--- src/rtl/id_ex_hazard_reg.sv ---
// ---------------------------------------------------------------------------
// id_ex_hazard_reg
//
// ID/EX pipeline register for the 5-stage MIPS datapath with load-use hazard
// detection and a saturating bubble counter.
//
// Every cycle the decoder's control bundle and the decoded operands are
// captured and presented to EX. When the instruction in EX is a load whose
// destination is read by the instruction in ID, or when ID is being flushed,
// a bubble (all-zero nop) is loaded instead.
//
// Ports:
//   clk, rst_n        rising-edge clock, synchronous active-low reset
//   id_*              control bundle, data and specifiers from ID
//   flush             squash the instruction in ID (taken branch/jump)
//   ex_*              registered EX-stage copies of every id_* input
//   stall             combinational; freeze PC and IF/ID when high
//   bubble_count      saturating count of inserted bubbles (reset not counted)
// ---------------------------------------------------------------------------
module id_ex_hazard_reg #(
    parameter int DW = 32,
    parameter int CW = 16
) (
    input  logic          clk,
    input  logic          rst_n,

    input  logic          id_RegDst,
    input  logic          id_Jump,
    input  logic          id_MemtoReg,
    input  logic          id_ALUSrc,
    input  logic          id_RegWrite,
    input  logic [1:0]    id_ALUOp,
    input  logic [1:0]    id_Branch,
    input  logic [1:0]    id_MemRead,
    input  logic [1:0]    id_MemWrite,
    input  logic [DW-1:0] id_pc4,
    input  logic [DW-1:0] id_rs_data,
    input  logic [DW-1:0] id_rt_data,
    input  logic [DW-1:0] id_imm,
    input  logic [4:0]    id_rs,
    input  logic [4:0]    id_rt,
    input  logic [4:0]    id_rd,
    input  logic [5:0]    id_funct,
    input  logic          flush,

    output logic          ex_RegDst,
    output logic          ex_Jump,
    output logic          ex_MemtoReg,
    output logic          ex_ALUSrc,
    output logic          ex_RegWrite,
    output logic [1:0]    ex_ALUOp,
    output logic [1:0]    ex_Branch,
    output logic [1:0]    ex_MemRead,
    output logic [1:0]    ex_MemWrite,
    output logic [DW-1:0] ex_pc4,
    output logic [DW-1:0] ex_rs_data,
    output logic [DW-1:0] ex_rt_data,
    output logic [DW-1:0] ex_imm,
    output logic [4:0]    ex_rs,
    output logic [4:0]    ex_rt,
    output logic [4:0]    ex_rd,
    output logic [5:0]    ex_funct,

    output logic          stall,
    output logic [CW-1:0] bubble_count
);

    logic hazard;
    logic bubble;

    // Load in EX whose destination ($rt) is a source of the ID instruction.
    // $0 is never a real dependency, and stores (MemRead = 00) never qualify.
    assign hazard = (ex_MemRead != 2'b00) & ex_RegWrite & (ex_rt != 5'd0) &
                    ((ex_rt == id_rs) | (ex_rt == id_rt));

    // A flush squashes the dependent instruction anyway, so holding fetch
    // would only block the redirect.
    assign stall  = hazard & ~flush;

    // One bubble per edge regardless of how many causes are active.
    assign bubble = flush | hazard;

    // Reset and bubble both load the all-zero nop.
    always_ff @(posedge clk) begin
        if (!rst_n || bubble) begin
            ex_RegDst   <= 1'b0;
            ex_Jump     <= 1'b0;
            ex_MemtoReg <= 1'b0;
            ex_ALUSrc   <= 1'b0;
            ex_RegWrite <= 1'b0;
            ex_ALUOp    <= 2'b00;
            ex_Branch   <= 2'b00;
            ex_MemRead  <= 2'b00;
            ex_MemWrite <= 2'b00;
            ex_pc4      <= '0;
            ex_rs_data  <= '0;
            ex_rt_data  <= '0;
            ex_imm      <= '0;
            ex_rs       <= 5'd0;
            ex_rt       <= 5'd0;
            ex_rd       <= 5'd0;
            ex_funct    <= 6'd0;
        end else begin
            ex_RegDst   <= id_RegDst;
            ex_Jump     <= id_Jump;
            ex_MemtoReg <= id_MemtoReg;
            ex_ALUSrc   <= id_ALUSrc;
            ex_RegWrite <= id_RegWrite;
            ex_ALUOp    <= id_ALUOp;
            ex_Branch   <= id_Branch;
            ex_MemRead  <= id_MemRead;
            ex_MemWrite <= id_MemWrite;
            ex_pc4      <= id_pc4;
            ex_rs_data  <= id_rs_data;
            ex_rt_data  <= id_rt_data;
            ex_imm      <= id_imm;
            ex_rs       <= id_rs;
            ex_rt       <= id_rt;
            ex_rd       <= id_rd;
            ex_funct    <= id_funct;
        end
    end

    // Saturating bubble counter; reset-induced clears are not bubbles.
    always_ff @(posedge clk) begin
        if (!rst_n) begin
            bubble_count <= '0;
        end else if (bubble && (bubble_count != {CW{1'b1}})) begin
            bubble_count <= bubble_count + CW'(1);
        end
    end

endmodule

--- config.mk ---
export PLATFORM = sky130hd
export DESIGN_NAME = id_ex_hazard_reg
export DESIGN_NICKNAME = d
export VERILOG_FILES = /design/src/rtl/id_ex_hazard_reg.sv
export SDC_FILE = /design/constraint.sdc
export NUM_CORES = 1
export LEC_CHECK = 0
export CAP_MARGIN = 20
export CORE_AREA = 2 2 133 135
export CTS_CLUSTER_DIAMETER = 100
export DETAILED_ROUTE_END_ITERATION = 7
export DIE_AREA = 0 0 135 137
export PLACE_DENSITY = 0.71
export SYNTH_ARGS = -nofsm -noshare
export SYNTH_HDL_FRONTEND = slang
export SYNTH_SLANG_ARGS = --single-unit
--- constraint.sdc ---
create_clock -name clk -period 2.8 [get_ports clk]
set_input_delay 0.28 -clock clk [delete_from_list [all_inputs] [get_ports clk]]
set_output_delay 0.28 -clock clk [all_outputs]
set_load 0.03 [all_outputs]
# Word level (Yosys, flattened, before mapping)
# Cells that the tools add are included.
# word_totals
wordCells	34
regBits	178
out_inout_bits	179
inputBits	165
# classes
bitwise_logic	7
eq_ne	3
addsub	1
reduce_logical	5
# ops
operator	count
adder 16 x 1 -> 16 bit, second input constant	1
inequality test 16 bit, second input constant	1
equality test 5 bit	2
nonzero test 5 bit	1
bitwise AND 1 bit	4
OR 1 bit	2
nonzero test 2 bit	1
logical AND 1 bit	1
zero test 1 bit	1
logical OR 1 bit	1
NOT 1 bit	1

# Longest topological paths before layout
# Gate-level depths: netlist (run 1).
# depth
depth_word	6
ltp_mapped	8
ltp_nobuf	7

# Worst setup path after synthesis (run 1)
# OpenSTA, ideal clock, no wires.
# synth_timing
path_kind	register to register
startpoint	reg bubble_count[0]
endpoint	reg bubble_count[11]
synth_period_minus_slack_ps	2069
required_time_ps	2730
n_path_buf	1
stages_incl_launch_ff	8
slack_ps	731
setup_ps	70
t_arrival_ps	1999
path_cell_list	dfxtp_1 ha_1 and4_2 and4_4 or2_1 buf_6 or4_1 a21oi_1
# synth_between
elab_chain_len	2
word_cells_on_any_way	3
classes_between	1 x add/sub; 1 x eq/ne; 1 x reduce/logical
# synth_rtl
item	line_no	text
start: declaration	65	output logic [CW-1:0] bubble_count
start signal: assignment	129	bubble_count <= bubble_count + CW'(1);
parallel branches: the longest is 2 deep, another holds adder 16 x 1 -> 16 bit	n/a	
# Parallel ways; which one is timed is not known.
# A chain may end at the register's enable or synchronous reset.

# Worst setup path after layout (run 1)
# layout_timing
startpoint	reg ex_rt[4]
endpoint	out stall
# layout_between
elab_chain_len	4
word_cells_on_any_way	7
classes_between	2 x eq/ne; 4 x bitwise; 1 x reduce/logical
# layout_rtl
item	line_no	text
start: declaration	60	output logic [4:0] ex_rt,
start signal: assignment	118	ex_rt <= id_rt;
equality test 5 bit / nonzero test 5 bit (equally long branches)	74, 73	
OR 1 bit / bitwise AND 1 bit (equally long branches)	74, 73	
bitwise AND 1 bit (*)	73	assign hazard = (ex_MemRead != 2'b00) & ex_RegWrite & (ex_rt != 5'd0) &
bitwise AND 1 bit (*)	78	assign stall = hazard & ~flush;
end: declaration	64	output logic stall,
# Every way passes the cells marked *; elsewhere a longest branch is shown, timed or not.

==> impl_metrics.yaml, run 1 <==
status:
  status: "completed"
worst_setup_path:
  worstSetupEndpointType: "output pin"
  cp_slowest_cell: "clkdlybuf4s50_1"
  worstPathArrival_ps: 2270
  start_kind: "flip-flop"
  cp_cell_sequence: "xnor2_1 > nand3_1 > o22ai_2 > nand2_1 > nor2_1 > clkdlybuf4s50_1"
  cp_slowest_stage_delay_ps: 670
  crit_type: "reg2out"
  critical_path_peak_fanout: 4
  cp.required_ps: 2520
pwr:
  leakage_nw: 4.07
  max-vdd-ir-drop_mv: 0.395
  p_per_area_nw_per_um2: 601
global_route:
  grt_max_degree: 116
  overflow: 0
  antenna_found_initial: 0
  grt_pass1_vias: 4357
  grt_use_total_pct: 17.4
  grt_pass1_wl_um: 24500
yosys:
  ys_warn_count: 0
  synthAdderAreaFrac_pct: 0.232
  synth_mux_area_share_pct: 0
  syn_area_um2: 5400
  synth-simple-area-share_pct: 24.5
  avgSynthCellArea_um2: 11.2
  synth_top_family_by_area: "simple AND/OR/NAND/NOR gates"
  ys_ff_latch: 178
  synth_compound_area_share_pct: 3.96
  synth_nets: 650
  ys_types: 33
  seq_area_frac_synth_pct: 66.0
  synth-xor-area-share_pct: 1.95
  postSynthCellCount: 484
cts:
  cts-resized-gates: 0
  cts.path.max_buffers: 2
  cts_buffers: 17
  clk_latency_ps: 430
  postCtsSetupBuffers: 0
  clock_sinks: 178
  cts_root_buffer: "clkbuf_16"
  htree_num_levels: 4
  postCtsHoldBufs: 0
  clk_pin_slew_ps: 70
  cts_tree: "yes"
drt:
  first_pass_iters: 6
  wire_per_inst_um: 16.1
  drt-initial-drc-count: 203
  via_per_inst: 4.52
  postRouteAntennaNets: 0
  drt-total-wl_um: 16900
  drcViolationCount: 0
  dr_total_vias: 4729
final_layout:
  fin_cells: 1047
  multi_input_area_um2: 1650
  layout-drive-gt1-share_pct: 5.11
  antennaDiodeCount: 0
  area_delta_synth_final_pct: 77.1
  fillers: 1510
  nets: 975
  regArea_um2: 3560
floorplan:
  die_y_um: 137
  io_pins: 344
  coreArea_um2: 17100
  row_count: 48
  die_w_um: 135
  start_util_pct: 31.7
  die-area_um2: 18500
flow_run:
  max-cap-violations: 0
sta:
  slew_viol_final: 0
  min_period_over_period_pct: 91.1
  max_freq_mhz: 392
  period_needed_ps: 2550
  fin_skew_ps: 16.7
  worst_slack_ps: 250
  fin_tns_setup_ps: 0
  finalSetupViolations: 0
  slew_headroom_pct: 52.9
  rsz0062_at_grt: "false"
  worst_pin_slew_ps: 707
  finalHoldViolations: 0
placed_design:
  pre_cts_slack_ps: 309
  dp_hpwl_um: 12400
  place_inst: 1015
  gp_congestion: 0.773
  port-buffer-count: 343
worst_hold_path:
  hold_path.class: "in2reg"
-- power breakdown --
group | internal (mW) | switching, mW | total, mW
combinational | 0.417 | 0.362 | 0.780
sequential | 2.63 | 0.0321 | 2.66
clock | 1.26 | 1.05 | 2.31
-- cells by family (layout without fill, tap and decap cells) --
logic type,count (synthesis),after routing
adders and majority gates,1,1
and+or+nand+nor,216,216
buffers and inverters,43,381
xor gates and xnor gates,12,12
AOI/OAI and AO/OA,34,34
DFF,178,178
-- critical path, delay by kind of cell (launching register included) --
kind | cells | cell delay, ps
buffers and inverters | 1 | 670
flip-flops | 1 | 420
AO/OA/AOI/OAI | 1 | 320
AND/OR/NAND/NOR | 3 | 290
XOR/XNOR | 1 | 140
-- synth_stat cells --
cell,instances,area [um^2]
o21ai_0,10,50.1
a21oi_1,13,65.1
or3_1,7,43.8
nor3_1,1,5.00
or4_1,5,37.5
or2_1,1,6.26
nand4_1,3,18.8
dfxtp_1,178,3560
nor4b_1,1,8.76
a31o_2,1,8.76
and4_1,2,17.5
o31ai_1,5,37.5
and2_1,2,12.5
clkbuf_1,35,131
buf_2,2,10.0
and4_4,1,11.3
a21oi_2,2,17.5
a21oi_4,1,16.3
nor2b_1,1,6.26
a31oi_1,1,6.26
and3_1,164,1030
nor2b_2,1,8.76
and4_2,1,10.0
inv_1,3,11.3
ha_1,1,12.5
buf_6,2,22.5
nor2_1,6,22.5
nand2_1,10,37.5
xnor2_1,10,87.6
nand3_1,10,50.1
buf_4,1,7.51
xor2_1,2,17.5
o22ai_2,1,12.5
-- stage by stage --
stage | hold WS, ps | utilization, % | cell area, um^2 | power, mW
after floorplan | 426 | - | 5400 | 3.05
after global placement | 486 | 52.7 | 8990 | 3.49
after detailed placement | 495 | 52.7 | 8990 | 3.50
after CTS | 332 | 56.1 | 9570 | 5.82
after global routing | 392 | 56.1 | 9570 | 5.97
final | 329 | 56.1 | 9570 | 5.75
-- sequential cells by signal, summed over array words and instances (netlist names), 2 cells and up --
register	count
ex_rt_data	32
ex_rs_data	32
ex_MemRead	2
ex_pc4	32
ex_funct	6
ex_MemWrite	2
ex_imm	32
ex_rt	5
ex_rs	5
ex_Branch	2
ex_ALUOp	2
ex_rd	5
bubble_count	16
-- layout by cell type, fill, tap and decap left out, types with 2 or more instances in the layout --
cell	n
clkinvlp_4	5
inv_6	3
a21oi_2	2
dfxtp_1	178
o31ai_1	5
o21ai_0	10
nand3_1	10
inv_1	3
clkdlybuf4s50_1	342
xnor2_1	10
inv_8	3
nand4_1	3
nand2_1	10
clkbuf_16	17
xor2_1	2
or3_1	7
buf_4	2
buf_12	2
and2_1	2
nor2_1	6
a21oi_1	13
and3_1	164
and4_1	2
clkbuf_1	2
or4_1	5
-- worst paths after layout --
kind | startpoint | endpoint | slack (ps) | cells after the start
hold reg to reg | bubble_count[9] | bubble_count[9] | 510 | 2
setup reg to reg | bubble_count[0] | bubble_count[14] | 590 | 7
setup / recovery | ex_rt[4] | stall | 250 | 6
hold / removal | rst_n | bubble_count[1] | 330 | 3
-- final cells by class --
class,instances,share of cell area (%)
timing repair buffer,346,36.4
inverter,3,0.118
tap,225,2.94
clock buffer,19,4.53
multi-input combinational,263,17.3
clock inverter,13,1.50
sequential,178,37.3
-- routing by layer --
layer  track usage, %  vias up  routed length, um
met5                0        -                  0
met4             7.93        0                408
met3             6.33       26               1460
met1             19.9     2153               6550
met2             29.1      215               8490
li1                 -     2335                  -
Power figures use the tool's default switching activity.
==> inputs of run 2 (changes only) <==
- CORE_AREA: 2 2 133 135 -> 2 2 132 134
- DIE_AREA: 0 0 135 137 -> 0 0 134 136
- PLACE_DENSITY: 0.71 -> 0.72
- clock period: 2.8 -> 2.95 ns (I/O delays scaled with it)
==> impl_metrics.yaml, run 2 (same netlist as run 1, synthesis figures left out) <==
final_layout:
  fin_cells: 1048
  layout_commonest_cell: "clkdlybuf4s50_1"
  area_delta_synth_final_pct: 77.6
  nets: 976
  final_cell_mix: "clkdlybuf4s50_1 (342), dfxtp_1 (178), and3_1 (164), clkbuf_16 (17), a21oi_1 (13)"
  fillers: 1470
  layout-drive-gt1-share_pct: 5.35
  antennaDiodeCount: 0
worst_setup_path:
  r2r_slack_ps: 740
  cp_cell_sequence: "xnor2_1 > nand3_1 > o22ai_2 > nand2_1 > nor2_1 > clkdlybuf4s50_1"
  worstSetupEndpointType: "output pin"
  cp.required_ps: 2650
  start_kind: "flip-flop"
  critical_path_peak_fanout: 4
  crit_start: "ex_rt[4]"
  rr_endpoint: "bubble_count[14]"
  cp_slowest_stage_delay_ps: 690
  timing.rr.start: "bubble_count[0]"
  cp_slowest_cell: "clkdlybuf4s50_1"
  worstPathArrival_ps: 2290
  crit_type: "reg2out"
  r2r_cells: 7
flow_run:
  max-cap-violations: 0
drt:
  postRouteAntennaNets: 0
  first_pass_iters: 4
  drcViolationCount: 0
  via_per_inst: 4.52
  dr_total_vias: 4736
  drt-initial-drc-count: 237
  drt-total-wl_um: 16600
  wire_per_inst_um: 15.9
pwr:
  max-vdd-ir-drop_mv: 0.373
  leakage_nw: 4.10
  p_per_area_nw_per_um2: 579
  p_total_mw: 5.55
worst_hold_path:
  hold_path.class: "in2reg"
  holdPathStages: 3
  hold_start: "rst_n"
  hold_end: "bubble_count[1]"
global_route:
  grt.busiest_layer: "met2"
  grt_pass1_wl_um: 24700
  grt_use_met1_pct: 21.1
  grt_use_met3_pct: 7.53
  grt_max_degree: 85
  antenna_found_initial: 0
  use_met2_pct: 27.6
  grt_pass1_vias: 4398
  overflow: 0
  grt_use_total_pct: 17.6
sta:
  rsz0062_at_grt: "false"
  slew_headroom_pct: 40.4
  max_freq_mhz: 387
  period_needed_ps: 2590
  worst_pin_slew_ps: 893
  fin_tns_setup_ps: 0
  min_period_over_period_pct: 87.7
  finalHoldViolations: 0
  slew_viol_final: 0
  fin_skew_ps: 9.24
  finalSetupViolations: 0
cts:
  postCtsSetupBuffers: 0
  cts_buffers: 17
  clk_pin_slew_ps: 70
  cts_root_buffer: "clkbuf_16"
  htree_num_levels: 4
  postCtsHoldBufs: 0
  cts_tree: "yes"
  clock_sinks: 178
  cts.path.max_buffers: 2
  cts-resized-gates: 0
  clk_latency_ps: 430
floorplan:
  row_count: 48
  start_util_pct: 32.0
  io_pins: 344
  coreArea_um2: 16900
  die_y_um: 136
  die-area_um2: 18200
  die_w_um: 134
placed_design:
  port-buffer-count: 343
  gp_congestion: 0.755
  place_inst: 1016
  dp_hpwl_um: 12000
status:
  status: "completed"
-- run 2: cell types whose count changed in the layout (fill, tap and decap cells not counted), sizes merged --
cell      previous run  this run
clkinvlp             5         2
inv                  9        12
buf                  4         5
bufinv               1         2
clkbuf              19        18
-- run 2: worst max-delay path by stage --
stage | end | slack (ps)
finish | stall | 360
global route | stall | 220
CTS | stall | 320
detailed placement | ex_imm[28] | 400
global placement | stall | 380
floorplan | bubble_count[11] | 880
-- run 2: critical path, delay by kind of cell (launching register included) --
kind / cells / cell delay (ps)
compound gates: 1 / 310
xor+xnor: 1 / 140
simple gates: 3 / 320
buf+inv: 1 / 690
flops: 1 / 410
-- run 2: power by group --
part	switching (mW)	total [mW]	internal [mW]
registers	0.0313	2.52	2.49
clock network	1.01	2.29	1.28
logic	0.346	0.743	0.397
total	1.38	5.55	4.17
-- run 2: final cells by class --
| cell class | count | area (um^2) | area share [%] |
|---|---|---|---|
| clock buffers | 18 | 429 | 4.47 |
| clock inverters | 14 | 166 | 1.73 |
| inverters | 3 | 11.3 | 0.117 |
| multi-input cells | 263 | 1650 | 17.2 |
| flip-flops and latches | 178 | 3560 | 37.2 |
| well taps | 225 | 282 | 2.94 |
| repair buffers | 347 | 3490 | 36.3 |
-- run 2: metrics by stage --
stage	hold slack (ps)	cell area, um^2	setup slack, ps	utilization (%)
after global routing	433	9590	225	56.8
after CTS	427	9590	321	56.8
after global placement	480	9000	379	53.3
after detailed placement	493	9000	398	53.3
after floorplan	441	5400	881	-
final	433	9590	363	56.8
-- run 2: routing by layer --
layer / part of all wire (%) / vias up
li1: - / 2340
met2: 48 / 213
met4: 2.8 / 0
met5: 0 / -
met3: 9.6 / 33
met1: 40 / 2150
==> edit: new RTL, flow settings as in run 1 <==
Register the output `bubble_count` once more, cleared by the reset; this adds one clock of latency there. The other outputs are not delayed to match.
--- a/src/rtl/id_ex_hazard_reg.sv
+++ b/src/rtl/id_ex_hazard_reg.sv
@@ -67,2 +67,4 @@
 
+    logic [CW-1:0] bubble_count_s0;
+
     logic hazard;
@@ -126,5 +128,13 @@
         if (!rst_n) begin
+            bubble_count_s0 <= '0;
+        end else if (bubble && (bubble_count_s0 != {CW{1'b1}})) begin
+            bubble_count_s0 <= bubble_count_s0 + CW'(1);
+        end
+    end
+
+    always_ff @(posedge clk) begin
+        if (!rst_n) begin
             bubble_count <= '0;
-        end else if (bubble && (bubble_count != {CW{1'b1}})) begin
-            bubble_count <= bubble_count + CW'(1);
+        end else begin
+            bubble_count <= bubble_count_s0;
         end
Check against the original RTL: not equivalent (Yosys sat finds a counterexample within 4 cycles, from zero or initial values and one cycle with rst_n low).
==> edit against run 1 <==
- clock power increased by 4%
- wire length increased by 5.7%
- worst setup slack improved by 0.10 ns
- worst hold slack improved by 0.10 ns
- power increased by 5.6%
- final area increased by 5.1%
- sequential cell count increased by 16
- utilization increased by 2.9 points
- register-to-register slack got worse by 0.11 ns
- area after synthesis increased by 7.9%
- largest power group unchanged
==> edit: results (changes against run 1) <==
stage,metric,value,unit,change
grt,initial antenna violation count,1,,+1
logic_synthesis,Compound-Gate Fraction of Synth Area,0.0273,,-0.0123
logic_synthesis,Commonest cells post-synth,"dfxtp_1, and3_1, clkbuf_1",,
placed_design,Port Buf Inserts,343,,unchanged
grt,Tot GR Track Use,0.183,,+0.00914
worst_hold_path,Min-Delay Path Depth,2,,-1
logic_synthesis,post-synthesis sequential area ratio,0.667,,+0.00694
logic_synthesis,Cell variety after synth,37,,+12%
worst_setup_path,Worst EP arrival,2.17,ns,-0.10 ns
grt,first-pass GRT wire length,25800,µm,+5.2%
status,status,"complete, no violations",,
sta,Max-Slew Margin vs Limit,0.465,,-0.0637
placed_design,RD Place Congestion,0.806,,+4.3%
worst_setup_path,R2R Setup Slk,0.48,ns,-0.11 ns
worst_hold_path,worst hold path startpoint,id_imm[8],,
worst_setup_path,R2R Path Start,bubble_count_s0[0],,
worst_hold_path,Hold Path Sink,ex_imm[8],,
pwr,Leak Pwr,4.35,nW,+6.9%
drt,initial drt markers,268,,+32%
grt,largest net degree at the start of global routing,105,,-9.5%
logic_synthesis,Mapped Nets,679,,+4.5%
cells_and_area,share of cells above drive strength 1,0.0585,,+0.00745
drt,wire length per cell,16.5,µm,+2.5%
placed_design,Placed Area,9460,µm²,+5.2%
drt,Vias,4941,,+4.5%
logic_synthesis,post-synthesis mux area share,0.0122,,+0.0122
logic_synthesis,Post-Syn Instances,513,,+6.0%
sta,Hold Slack,0.431,ns,+0.101 ns
[edit: cell types whose count changed after synthesis, moves of 3 or more]
cell	run 1	this run
and2_1	2	19
dfxtp_1	178	194
a21oi_1	13	7
nor2_1	6	11
clkbuf_1	35	39
mux2_2	0	4
or3_1	7	3
o21ai_0	10	7
or4_1	5	2
[edit: worst max-delay path by stage]
stage	startpoint	end	slack, ns	cells past startpoint
CTS	ex_MemRead[1]	stall	0.32	5
finish	ex_rt[2]	stall	0.35	6
floorplan	bubble_count_s0[0]	bubble_count_s0[8]	0.80	7
global placement	id_rs[4]	stall	0.48	7
detailed placement	id_rs[2]	stall	0.48	7
global route	ex_MemRead[0]	stall	0.15	5
[edit: kinds of logic (layout without fill, tap and decap cells)]
logic type,after synthesis,count (layout)
simple gates,237,237
buf+inv,40,381
other cells,0,1
fa+ha+maj,1,1
xor+xnor,12,12
mux,6,6
compound gates,23,23
flops,194,194
[edit: area by class of cell]
cell class | count | area, µm²
fillers | 1448 | 7000
flip-flops and latches | 194 | 3880
repair buffers | 348 | 3490
multi-input cells | 279 | 1800
clock buffers | 19 | 443
well taps | 225 | 282
clock inverters | 13 | 150
inverters | 1 | 3.75
diodes | 1 | 2.50
[edit: per-layer routing]
metal / wire (µm) / up-vias / global-route usage
met5: 0 / - / 0
met4: 648 / 0 / 0.0926
met3: 1530 / 39 / 0.0667
met2: 9110 / 218 / 0.322
met1: 6590 / 2260 / 0.194
li1: - / 2424 / -
[edit: critical path, delay by kind of cell (launching register included)]
family	cells	cell delay (ns)
XOR/XNOR	1	0.15
AO/OA/AOI/OAI	1	0.21
flip-flops	1	0.45
AND/OR/NAND/NOR	3	0.26
buffers and inverters	1	0.67
[edit: per-stage QoR]
step / setup WS, ns / utilization
after global routing: 0.153 / 0.590
after global placement: 0.479 / 0.555
after detailed placement: 0.481 / 0.555
after CTS: 0.317 / 0.589
after floorplan: 0.799 / -
final: 0.353 / 0.590
[edit: report_power, final]
part           switching [mW]  leakage, nW  internal (mW)  total [mW]
logic                   0.365         2.48          0.421       0.786
clock network            1.11        0.284           1.29        2.40
registers              0.0308         1.59           2.86        2.89
total                    1.51         4.35           4.57        6.07
